===== src/rtl/cnn_pkg.sv =====
// cnn_pkg: image geometry, bus widths and the FSM state encoding
// shared by the layer frame controllers.
package cnn_pkg;

    localparam int IMG_W     = 28;
    localparam int IMG_H     = 28;
    localparam int K         = 5;
    localparam int DATA_BITS = 8;
    localparam int OUT_BITS  = 15;
    localparam int ADDR_BITS = 10;

    localparam int N_PIX = IMG_W * IMG_H;
    localparam int N_OUT = (IMG_H - K + 1) * (IMG_W - K + 1);

    localparam logic [ADDR_BITS-1:0] PIX_LAST = ADDR_BITS'(N_PIX - 1);
    localparam logic [ADDR_BITS-1:0] OUT_FULL = ADDR_BITS'(N_OUT);

    typedef enum logic [2:0] {
        ST_IDLE  = 3'b000,
        ST_CLR   = 3'b001,
        ST_FEED  = 3'b010,
        ST_DRAIN = 3'b011,
        ST_DONE  = 3'b100
    } state_t;

endpackage


===== src/rtl/conv1_frame_ctrl_if.sv =====
// conv1_frame_ctrl_if: image RAM read port, conv1 layer stream and
// feature-map write port seen by the frame controller.
interface conv1_frame_ctrl_if;
    import cnn_pkg::*;

    logic                 img_rd_en;
    logic [ADDR_BITS-1:0] img_addr;
    logic [DATA_BITS-1:0] img_data;

    logic                 layer_rst_n;
    logic [DATA_BITS-1:0] layer_data_in;
    logic                 layer_valid_out;
    logic [OUT_BITS-1:0]  layer_out_1;
    logic [OUT_BITS-1:0]  layer_out_2;
    logic [OUT_BITS-1:0]  layer_out_3;

    logic                 fm_wr_en;
    logic [ADDR_BITS-1:0] fm_wr_addr;
    logic [OUT_BITS-1:0]  fm_wr_data_1;
    logic [OUT_BITS-1:0]  fm_wr_data_2;
    logic [OUT_BITS-1:0]  fm_wr_data_3;

    modport master (
        output img_rd_en, img_addr,
        input  img_data,
        output layer_rst_n, layer_data_in,
        input  layer_valid_out, layer_out_1, layer_out_2, layer_out_3,
        output fm_wr_en, fm_wr_addr,
        output fm_wr_data_1, fm_wr_data_2, fm_wr_data_3
    );

    modport slave (
        input  img_rd_en, img_addr,
        output img_data,
        input  layer_rst_n, layer_data_in,
        output layer_valid_out, layer_out_1, layer_out_2, layer_out_3,
        input  fm_wr_en, fm_wr_addr,
        input  fm_wr_data_1, fm_wr_data_2, fm_wr_data_3
    );

endinterface


===== src/rtl/conv1_fm_capture.sv =====
// conv1_fm_capture: registers each conv1 result into a feature-map
// write, counts results and flags any result beyond the last slot.
module conv1_fm_capture
    import cnn_pkg::*;
(
    input  logic                 clk,
    input  logic                 rst_n,
    input  logic                 clear,
    input  logic                 active,
    input  logic                 valid,
    input  logic [OUT_BITS-1:0]  d1,
    input  logic [OUT_BITS-1:0]  d2,
    input  logic [OUT_BITS-1:0]  d3,
    output logic                 wr_en,
    output logic [ADDR_BITS-1:0] wr_addr,
    output logic [OUT_BITS-1:0]  wr_d1,
    output logic [OUT_BITS-1:0]  wr_d2,
    output logic [OUT_BITS-1:0]  wr_d3,
    output logic [ADDR_BITS-1:0] out_cnt,
    output logic                 overrun
);

    // One write per accepted result; extras only raise the sticky flag.
    always_ff @(posedge clk or negedge rst_n) begin
        if (!rst_n) begin
            wr_en   <= 1'b0;
            wr_addr <= '0;
            wr_d1   <= '0;
            wr_d2   <= '0;
            wr_d3   <= '0;
            out_cnt <= '0;
            overrun <= 1'b0;
        end else begin
            wr_en <= 1'b0;
            if (clear) begin
                out_cnt <= '0;
                overrun <= 1'b0;
            end else if (active && valid) begin
                if (out_cnt < OUT_FULL) begin
                    wr_en   <= 1'b1;
                    wr_addr <= out_cnt;
                    wr_d1   <= d1;
                    wr_d2   <= d2;
                    wr_d3   <= d3;
                    out_cnt <= out_cnt + 1'b1;
                end else begin
                    overrun <= 1'b1;
                end
            end
        end
    end

endmodule


===== src/rtl/conv1_frame_ctrl.sv =====
// conv1_frame_ctrl: clears conv1, streams one image gaplessly into it,
// collects its results into the feature map and reports done/errors.
module conv1_frame_ctrl
    import cnn_pkg::*;
#(
    parameter int CLR_CYC  = 2,
    parameter int DRAIN_TO = 256
) (
    input  logic clk,
    input  logic rst_n,
    input  logic start,
    output logic busy,
    output logic done,
    output logic err_timeout,
    output logic err_overrun,
    conv1_frame_ctrl_if.master bus
);

    localparam int CW = $clog2(CLR_CYC + 1);
    localparam int TW = $clog2(DRAIN_TO + 1);
    localparam logic [CW-1:0] CLR_LAST = CW'(CLR_CYC - 1);
    localparam logic [TW-1:0] TO_LAST  = TW'(DRAIN_TO - 1);

    state_t               state;
    state_t               state_nx;
    logic                 go;
    logic                 tmo;
    logic                 active;
    logic [CW-1:0]        clr_cnt;
    logic [TW-1:0]        idle_cnt;
    logic [ADDR_BITS-1:0] pix_cnt;
    logic [ADDR_BITS-1:0] out_cnt;
    logic                 rd_vld_d;
    logic [DATA_BITS-1:0] pix_q;
    logic                 wr_en;
    logic [ADDR_BITS-1:0] wr_addr;
    logic [OUT_BITS-1:0]  wr_d1;
    logic [OUT_BITS-1:0]  wr_d2;
    logic [OUT_BITS-1:0]  wr_d3;

    assign active = (state == ST_FEED) || (state == ST_DRAIN);

    assign busy = (state != ST_IDLE);
    assign done = (state == ST_DONE);

    assign bus.img_rd_en     = (state == ST_FEED);
    assign bus.img_addr      = (state == ST_FEED) ? pix_cnt : '0;
    assign bus.layer_rst_n   = active;
    assign bus.layer_data_in = pix_q;
    assign bus.fm_wr_en      = wr_en;
    assign bus.fm_wr_addr    = wr_addr;
    assign bus.fm_wr_data_1  = wr_d1;
    assign bus.fm_wr_data_2  = wr_d2;
    assign bus.fm_wr_data_3  = wr_d3;

    // Frame state register.
    always_ff @(posedge clk or negedge rst_n) begin
        if (!rst_n) state <= ST_IDLE;
        else        state <= state_nx;
    end

    // Next state; a completed capture count wins over a same-cycle timeout.
    always_comb begin
        state_nx = state;
        go       = 1'b0;
        tmo      = 1'b0;
        unique case (state)
            ST_IDLE: begin
                if (start) begin
                    state_nx = ST_CLR;
                    go       = 1'b1;
                end
            end
            ST_CLR: begin
                if (clr_cnt == CLR_LAST) state_nx = ST_FEED;
            end
            ST_FEED: begin
                if (pix_cnt == PIX_LAST) state_nx = ST_DRAIN;
            end
            ST_DRAIN: begin
                if (out_cnt == OUT_FULL) begin
                    state_nx = ST_DONE;
                end else if (!bus.layer_valid_out && idle_cnt == TO_LAST) begin
                    state_nx = ST_DONE;
                    tmo      = 1'b1;
                end
            end
            ST_DONE:  state_nx = ST_IDLE;
            default:  state_nx = ST_IDLE;
        endcase
    end

    // Clear, pixel and drain-idle counters plus the sticky timeout flag.
    always_ff @(posedge clk or negedge rst_n) begin
        if (!rst_n) begin
            clr_cnt     <= '0;
            pix_cnt     <= '0;
            idle_cnt    <= '0;
            err_timeout <= 1'b0;
        end else begin
            if (state == ST_CLR) clr_cnt <= clr_cnt + 1'b1;
            else                 clr_cnt <= '0;
            if (go)
                pix_cnt <= '0;
            else if (state == ST_FEED && pix_cnt != PIX_LAST)
                pix_cnt <= pix_cnt + 1'b1;
            if (state == ST_DRAIN && !bus.layer_valid_out)
                idle_cnt <= idle_cnt + 1'b1;
            else
                idle_cnt <= '0;
            if (go)       err_timeout <= 1'b0;
            else if (tmo) err_timeout <= 1'b1;
        end
    end

    // RAM data lands one cycle after the read; register it onto the layer.
    always_ff @(posedge clk or negedge rst_n) begin
        if (!rst_n) begin
            rd_vld_d <= 1'b0;
            pix_q    <= '0;
        end else begin
            rd_vld_d <= bus.img_rd_en;
            pix_q    <= rd_vld_d ? bus.img_data : '0;
        end
    end

    conv1_fm_capture u_cap (
        .clk     (clk),
        .rst_n   (rst_n),
        .clear   (go),
        .active  (active),
        .valid   (bus.layer_valid_out),
        .d1      (bus.layer_out_1),
        .d2      (bus.layer_out_2),
        .d3      (bus.layer_out_3),
        .wr_en   (wr_en),
        .wr_addr (wr_addr),
        .wr_d1   (wr_d1),
        .wr_d2   (wr_d2),
        .wr_d3   (wr_d3),
        .out_cnt (out_cnt),
        .overrun (err_overrun)
    );

endmodule


===== src/flat_wrapper.sv =====
// flat-port wrapper written by rule: the top's interface ports become plain ports
module conv1_frame_ctrl_flat import cnn_pkg::*;
#(
    parameter int CLR_CYC  = 2,
    parameter int DRAIN_TO = 256
)
  (clk, rst_n, start, busy, done, err_timeout, err_overrun, bus_img_rd_en, bus_img_addr, bus_img_data, bus_layer_rst_n, bus_layer_data_in, bus_layer_valid_out, bus_layer_out_1, bus_layer_out_2, bus_layer_out_3, bus_fm_wr_en, bus_fm_wr_addr, bus_fm_wr_data_1, bus_fm_wr_data_2, bus_fm_wr_data_3);
  conv1_frame_ctrl_if bus_i ();
  input  logic clk;
  input  logic rst_n;
  input  logic start;
  output logic busy;
  output logic done;
  output logic err_timeout;
  output logic err_overrun;
  output wire logic [$bits(bus_i.img_rd_en)-1:0] bus_img_rd_en;
  output wire logic [$bits(bus_i.img_addr)-1:0] bus_img_addr;
  input wire logic [$bits(bus_i.img_data)-1:0] bus_img_data;
  output wire logic [$bits(bus_i.layer_rst_n)-1:0] bus_layer_rst_n;
  output wire logic [$bits(bus_i.layer_data_in)-1:0] bus_layer_data_in;
  input wire logic [$bits(bus_i.layer_valid_out)-1:0] bus_layer_valid_out;
  input wire logic [$bits(bus_i.layer_out_1)-1:0] bus_layer_out_1;
  input wire logic [$bits(bus_i.layer_out_2)-1:0] bus_layer_out_2;
  input wire logic [$bits(bus_i.layer_out_3)-1:0] bus_layer_out_3;
  output wire logic [$bits(bus_i.fm_wr_en)-1:0] bus_fm_wr_en;
  output wire logic [$bits(bus_i.fm_wr_addr)-1:0] bus_fm_wr_addr;
  output wire logic [$bits(bus_i.fm_wr_data_1)-1:0] bus_fm_wr_data_1;
  output wire logic [$bits(bus_i.fm_wr_data_2)-1:0] bus_fm_wr_data_2;
  output wire logic [$bits(bus_i.fm_wr_data_3)-1:0] bus_fm_wr_data_3;
  assign bus_img_rd_en = bus_i.img_rd_en;
  assign bus_img_addr = bus_i.img_addr;
  assign bus_i.img_data = bus_img_data;
  assign bus_layer_rst_n = bus_i.layer_rst_n;
  assign bus_layer_data_in = bus_i.layer_data_in;
  assign bus_i.layer_valid_out = bus_layer_valid_out;
  assign bus_i.layer_out_1 = bus_layer_out_1;
  assign bus_i.layer_out_2 = bus_layer_out_2;
  assign bus_i.layer_out_3 = bus_layer_out_3;
  assign bus_fm_wr_en = bus_i.fm_wr_en;
  assign bus_fm_wr_addr = bus_i.fm_wr_addr;
  assign bus_fm_wr_data_1 = bus_i.fm_wr_data_1;
  assign bus_fm_wr_data_2 = bus_i.fm_wr_data_2;
  assign bus_fm_wr_data_3 = bus_i.fm_wr_data_3;
  conv1_frame_ctrl #(.CLR_CYC(CLR_CYC), .DRAIN_TO(DRAIN_TO)) u_core (.clk(clk), .rst_n(rst_n), .start(start), .busy(busy), .done(done), .err_timeout(err_timeout), .err_overrun(err_overrun), .bus(bus_i));
endmodule

===== config.mk =====
export PLATFORM = sky130hd
export DESIGN_NAME = conv1_frame_ctrl_flat
export DESIGN_NICKNAME = d
export VERILOG_FILES = /design/src/rtl/cnn_pkg.sv /design/src/rtl/conv1_frame_ctrl_if.sv /design/src/rtl/conv1_fm_capture.sv /design/src/rtl/conv1_frame_ctrl.sv /design/src/flat_wrapper.sv
export SDC_FILE = /design/constraint.sdc
export NUM_CORES = 1
export LEC_CHECK = 0
export CORE_MARGIN = 2
export CORE_UTILIZATION = 49
export CTS_BUF_LIST = sky130_fd_sc_hd__clkbuf_8
export DETAILED_ROUTE_END_ITERATION = 16
export PLACE_DENSITY = 0.89
export SLEW_MARGIN = 20
export SYNTH_ARGS = -nofsm -noshare
export SYNTH_HDL_FRONTEND = slang
export SYNTH_HIERARCHICAL = 1
export SYNTH_SLANG_ARGS = --single-unit

===== constraint.sdc =====
create_clock -name clk -period 2.5 [get_ports clk]
set_input_delay 0.625 -clock clk [delete_from_list [all_inputs] [get_ports clk]]
set_output_delay 0.625 -clock clk [all_outputs]
set_load 0.03 [all_outputs]

==> results of run 1 <==
[metal layers]
metal | track usage | vias to the layer above | share of wire
li1 | - | 1486 | -
met1 | 0.2778 | 1603 | 0.43
met2 | 0.3578 | 107 | 0.50
met3 | 0.04596 | 4 | 0.063
met4 | 0.06955 | 0 | 0.0073
met5 | 0 | - | 0
[path summary, 6_finish.rpt]
kind	start	end	slack, ns	cells after the start
worst max-delay path	u_core/state[0]	bus_img_rd_en	0.10	3
worst min-delay path	rst_n	u_core/u_cap/wr_d2[0]	0.23	1
worst max register to register	u_core/state[2]	u_core/u_cap/wr_addr[9]	0.41	8
worst min register to register	u_core/clr_cnt[0]	u_core/clr_cnt[0]	0.45	1
max in group asynchronous	rst_n	u_core/u_cap/out_cnt[7]	1.56	2
min in group clk	u_core/clr_cnt[0]	u_core/clr_cnt[0]	0.45	1
[logic make-up (layout without fill, tap and decap cells)]
logic type | after synthesis | in the layout | share of synthesized area
compound gates | 26 | 26 | 0.04200
buf+inv | 28 | 184 | 0.04587
mux | 62 | 62 | 0.1854
simple gates | 107 | 107 | 0.1354
fa+ha+maj | 5 | 5 | 0.01382
xor+xnor | 10 | 10 | 0.01934
flops | 101 | 101 | 0.5582
[through the flow]
| step | utilization | power (mW) | hold WS, ns | cell area, µm² | std cells |
|---|---|---|---|---|---|
| 2_1_floorplan | - | 4.694 | 0.3294 | 4528 | 339 |
| 5_1_grt | 0.6817 | 7.300 | 0.2495 | 6210 | 606 |
| 3_5_place_dp | 0.6630 | 6.088 | 0.4369 | 6040 | 590 |
| 3_3_place_gp | 0.6630 | 5.930 | 0.4191 | 6040 | 590 |
| 6_report | 0.6817 | 6.927 | 0.2327 | 6210 | 606 |
| 4_1_cts | 0.6812 | 6.988 | 0.2411 | 6205 | 606 |
[cells in the final DEF, fill, tap and decap left out, drive strengths merged, types with 8 or more instances in the layout]
cell	count
inv	16
dfrtp	101
nand4	9
nand2	11
xnor2	8
a21oi	10
mux2	58
nand3	8
and2	16
nor2	26
clkdlybuf4s50	122
nor3	8
clkbuf	10
buf	25
[worst register-to-register path, stage by stage (launching register included)]
cell,delay [ns]
dfrtp_1,0.38
buf_4,0.15
and2b_1,0.20
buf_4,0.14
nand2_1,0.15
nor3_4,0.18
buf_12,0.22
buf_12,0.21
mux2_2,0.34
[power by group]
| part | switching [mW] | total [mW] | internal, mW |
|---|---|---|---|
| Sequential | 0.375 | 2.53 | 2.16 |
| Clock | 0.518 | 0.898 | 0.379 |
| Combinational | 1.80 | 3.50 | 1.70 |
| Total | 2.69 | 6.93 | 4.24 |
[Yosys cell counts (all sizes together) (5+ instances only)]
library cell and n:
and2 16, buf 10, nor4 5, o21ai 5
xnor2 8, inv 13, ha 5, dfrtp 101
a21oi 10, nand2 11, nor2 26, nor3 8
nand4 9, mux2 58, nand3 8
[sequential cells by signal, summed over array words and instances, names as in the netlist]
signal,count
u_core/u_cap/wr_d1,15
u_core/bus.layer_data_in,8
u_core/rd_vld_d,1
u_core/u_cap/overrun,1
u_core/pix_cnt,10
u_core/idle_cnt,9
u_core/u_cap/out_cnt,10
u_core/state,3
u_core/clr_cnt,2
u_core/u_cap/wr_addr,10
u_core/u_cap/wr_en,1
u_core/err_timeout,1
u_core/u_cap/wr_d3,15
u_core/u_cap/wr_d2,15
[repair_timing]
action,in CTS,in global routing
resized for setup,4,2
endpoints found under the setup margin,4,2
hold buffers,0,0
pin swaps,0,0
[cell type report]
class,count,area [µm²],area share
clock buffers,10,137.6,0.02216
repair buffers,153,1519,0.2446
well taps,111,138.9,0.02237
clock inverters,6,32.53,0.005239
multi-input cells,210,1793,0.2887
flip-flops and latches,101,2527,0.4070
inverters,15,61.31,0.009873
==> results.sh, run 1 <==
export IMPL_status="finished clean"
export IMPL_cp_start_kind="flop"
export IMPL_cp_num_buf_inv=2
export IMPL_clock_path_buffers=2
export IMPL_fin_nets=552
export IMPL_avgRoutedWirePerCell_um=17.26
export IMPL_drt_iter0_markers=157
export IMPL_tightest_slew_ns=0.5074
export IMPL_crit_slowest_cell="or3b_1"
export IMPL_first_pass_iters=4
export IMPL_cp_top_family="buffers and inverters"
export IMPL_worstSkewPairLatency_ns=0.35
export IMPL_grt_pass1_vias=3242
export IMPL_crit_fanout=12
export IMPL_die_x_um=100.1
export IMPL_synthToLayoutAreaGrowth_pct=37.14
export IMPL_clock_fmax_mhz=417.2
export IMPL_relSlewSlack=0.6617
export IMPL_drcViolationCount=0
export IMPL_synth_nets=401
export IMPL_route_vias_total=3200
export IMPL_cap_viol_max_count=0
export IMPL_p_per_area_nw_per_um2=1116
export IMPL_ys_flop_type="dfrtp_1"
export IMPL_cp_required_ns=1.88
export IMPL_rows=35
export IMPL_finalClockSkew_ns=0.008773
export IMPL_synth_area_per_cell_um2=13.36
export IMPL_path_class="flop to output port"
export IMPL_clock_sinks=101
export IMPL_post_cts_buffers=0
export IMPL_grtUsageTotal=0.2134
export IMPL_final_min_clock_period_ns=2.397
export IMPL_grt_overflow=0
export IMPL_synth_edf_count=0
export IMPL_tns_ns=0
export IMPL_cts_tree="done"
export IMPL_slew_violations=0
export IMPL_ys_seq_area_frac=0.5582
export IMPL_wirelength_um=10460
export IMPL_worstPathArrival_ns=1.77
export IMPL_antenna_found_initial=0
export IMPL_hold_class="input port to async pin"
export IMPL_htreeDepth=3
export IMPL_grt_pass1_wl_um=16700
export IMPL_cts_buffers=9
export IMPL_antenna_cells=0
export IMPL_finalCritPeriodShare=0.9588
export IMPL_clk_pin_slew_ns=0.09
export IMPL_yosys_area_top_type="dfrtp_1"
export IMPL_synth_lib_cells_used_distinct=50
export IMPL_async_reset_ff_frac=1.000
export IMPL_die_h_um=100.1
export IMPL_fillers=665
export IMPL_cp_cell_sequence="or3b_1, clkinv_4, dlygate4sd2_1"
export IMPL_ir_worst_vdd_mv=0.4597
export IMPL_power_leakage_nw=2.741
export IMPL_cts_root_buf="clkbuf_8"
export IMPL_yosysWarnings=6
export IMPL_rsz0062_at_grt="no"
export IMPL_synth_top_cells_by_area="dfrtp_1 (56%), mux2_4 (13%), mux2_2 (4.7%), and2_1 (2.2%), nor2_1 (2.2%)"
export IMPL_port_buffers=136
export IMPL_dp_slack_ns=0.09526
export IMPL_synth_cells=339
export IMPL_ant_nets=0
export IMPL_syn_area_um2=4528
export IMPL_layout_drive_gt1_share=0.2162
export IMPL_worst_slack_ns=0.1029
export IMPL_start_util=0.4971
export IMPL_dpl_hpwl_um=7833
export IMPL_core_um2=9109
export IMPL_grt_max_degree=44
export IMPL_setup_viol=0
export IMPL_die_area_um2=10030
export IMPL_end_kind="output port"
export IMPL_pin_count=137
export IMPL_ys_seq_elements=101
export IMPL_place_congestion=0.8118
export IMPL_hold_viol=0
export IMPL_slowest_delay_ns=0.48
export IMPL_drt_vias_per_instance=5.281
export IMPL_synth_top_area_frac=0.5582
Power figures use the tool's default switching activity.
==> inputs of run 2 (changes only) <==
--- a/config.mk
+++ b/config.mk
@@ -5,6 +5,7 @@
 export SDC_FILE = /design/constraint.sdc
 export NUM_CORES = 1
 export LEC_CHECK = 0
+export CORE_ASPECT_RATIO = 1.4
 export CORE_MARGIN = 2
 export CORE_UTILIZATION = 49
 export CTS_BUF_LIST = sky130_fd_sc_hd__clkbuf_8
==> run 2 against run 1 <==
Effect of this change:
- utilization grew 0.87 points
- cell area shrank 0.18%
- largest cell class unchanged
- count of clock-buffer cells in the layout shrank 1
- register-to-register slack gained 0.06 ns
==> results.sh, run 2 (synthesis results as in run 1) <==
export IMPL_port_buffers=136
export IMPL_mostFrequentLayoutCells="clkdlybuf4s50_1 (123), dfrtp_1 (101), mux2_4 (39)"
export IMPL_die_h_um=117.7
export IMPL_dp_cells=583
export IMPL_drt_iter0_markers=163
export IMPL_tightest_slew_ns=0.5714
export IMPL_cap_viol_max_count=0
export IMPL_hold_buffers=0
export IMPL_start_util=0.5044
export IMPL_status="finished clean"
export IMPL_end_kind="output port"
export IMPL_cts_buffers=9
export IMPL_dp_slack_ns=0.1027
export IMPL_ant_nets=0
export IMPL_crit_fanout=10
export IMPL_grtUsageTotal=0.1995
export IMPL_relSlewSlack=0.6191
export IMPL_antenna_cells=0
export IMPL_path_class="flop to output port"
export IMPL_antenna_found_initial=0
export IMPL_slew_violations=0
export IMPL_hold_ws_ns=0.2492
export IMPL_power_leakage_nw=2.703
export IMPL_tns_ns=0
export IMPL_cp_required_ns=1.88
export IMPL_core_um2=8977
export IMPL_grt_overflow=0
export IMPL_largestRegisters="u_core/u_cap/wr_d1: 15 flops, u_core/u_cap/wr_d2: 15 flops, u_core/u_cap/wr_d3: 15 flops"
export IMPL_placed_area_um2=6010
export IMPL_cts_tree="done"
export IMPL_route_vias_total=3115
export IMPL_die_area_um2=10040
export IMPL_post_cts_buffers=0
export IMPL_hold_viol=0
export IMPL_p_per_area_nw_per_um2=1129
export IMPL_layout_commonest_cell="clkdlybuf4s50_1"
export IMPL_avgRoutedWirePerCell_um=16.30
export IMPL_final_area_um2=6198
export IMPL_grt_pass1_wl_um=15930
export IMPL_finalNonFillerCells=599
export IMPL_place_congestion=0.8131
export IMPL_final_min_clock_period_ns=2.434
export IMPL_die_x_um=85.25
export IMPL_rows=41
export IMPL_first_pass_iters=4
export IMPL_layout_drive_gt1_share=0.2236
export IMPL_fin_nets=549
export IMPL_htreeDepth=3
export IMPL_worst_slack_ns=0.06618
export IMPL_ir_worst_vdd_mv=0.6988
export IMPL_finalClockSkew_ns=0.007802
export IMPL_utilization=0.6905
export IMPL_pin_count=137
export IMPL_clock_sinks=101
export IMPL_clk_pin_slew_ns=0.10
export IMPL_worstPathArrival_ns=1.81
export IMPL_clock_path_buffers=2
export IMPL_finalCritPeriodShare=0.9735
export IMPL_synthToLayoutAreaGrowth_pct=36.89
export IMPL_setup_viol=0
export IMPL_hold_class="input port to async pin"
export IMPL_dpl_hpwl_um=7186
export IMPL_cts_root_buf="clkbuf_8"
export IMPL_p_total_mw=6.996
export IMPL_worstSkewPairLatency_ns=0.37
export IMPL_grt_max_degree=46
export IMPL_rsz0062_at_grt="no"
export IMPL_clock_fmax_mhz=410.9
export IMPL_grt_pass1_vias=3230
export IMPL_drt_vias_per_instance=5.200
export IMPL_drcViolationCount=0
export IMPL_cp_start_kind="flop"
export IMPL_wirelength_um=9764
==> run 2: changes by cell type in the layout (fill, tap and decap cells not counted), sizes merged, moves of 2 or more <==
| cell | change |
|---|---|
| inv | -2 |
| dlygate4sd2 | -3 |
| clkinvlp | +3 |
| buf | -2 |
==> run 2: layout make-up <==
cell class | count | area (µm²)
clock buffer | 9 | 123.9
sequential | 101 | 2527
tap | 107 | 133.9
timing repair buffer | 150 | 1485
multi-input combinational | 210 | 1793
inverter | 15 | 61.31
fill | 615 | 2779
clock inverter | 7 | 73.82
==> run 2: final timing paths <==
check / startpoint / endpoint / slack [ns] / cells after the start
max: u_core/state[0] / busy / 0.07 / 4
min in group clk: u_core/clr_cnt[0] / u_core/clr_cnt[0] / 0.45 / 1
max in group asynchronous: rst_n / u_core/u_cap/wr_addr[0] / 1.64 / 2
max reg2reg: u_core/state[2] / u_core/u_cap/wr_d1[0] / 0.47 / 6
min reg2reg: u_core/clr_cnt[0] / u_core/clr_cnt[0] / 0.45 / 1
min: rst_n / u_core/bus.layer_data_in[1] / 0.25 / 1
==> run 2: report_power, final <==
group	internal, mW	total (mW)	switching (mW)
sequential	2.16	2.51	0.358
clock	0.464	1.02	0.561
combinational	1.68	3.46	1.77
total	4.30	7.00	2.69
==> run 2: per-layer routing <==
layer,GRT usage,vias to the layer above,part of all wire
met2,0.3496,87,0.53
met3,0.03787,14,0.051
met4,0.07937,0,0.018
li1,-,1482,-
met5,0,-,0
met1,0.2377,1532,0.40
==> run 2: what timing repair did <==
| action | 4_1_cts | 5_1_grt |
|---|---|---|
| endpoints found under the hold margin | 0 | 0 |
| endpoints found under the setup margin | 3 | 3 |
| gates resized for setup | 3 | 5 |
==> run 2: worst max-delay path, stage by stage, from the launching register on <==
cell	delay, ns
dfrtp_1	0.39
buf_4	0.17
nor3_1	0.24
inv_1	0.06
clkdlybuf4s50_1	0.59
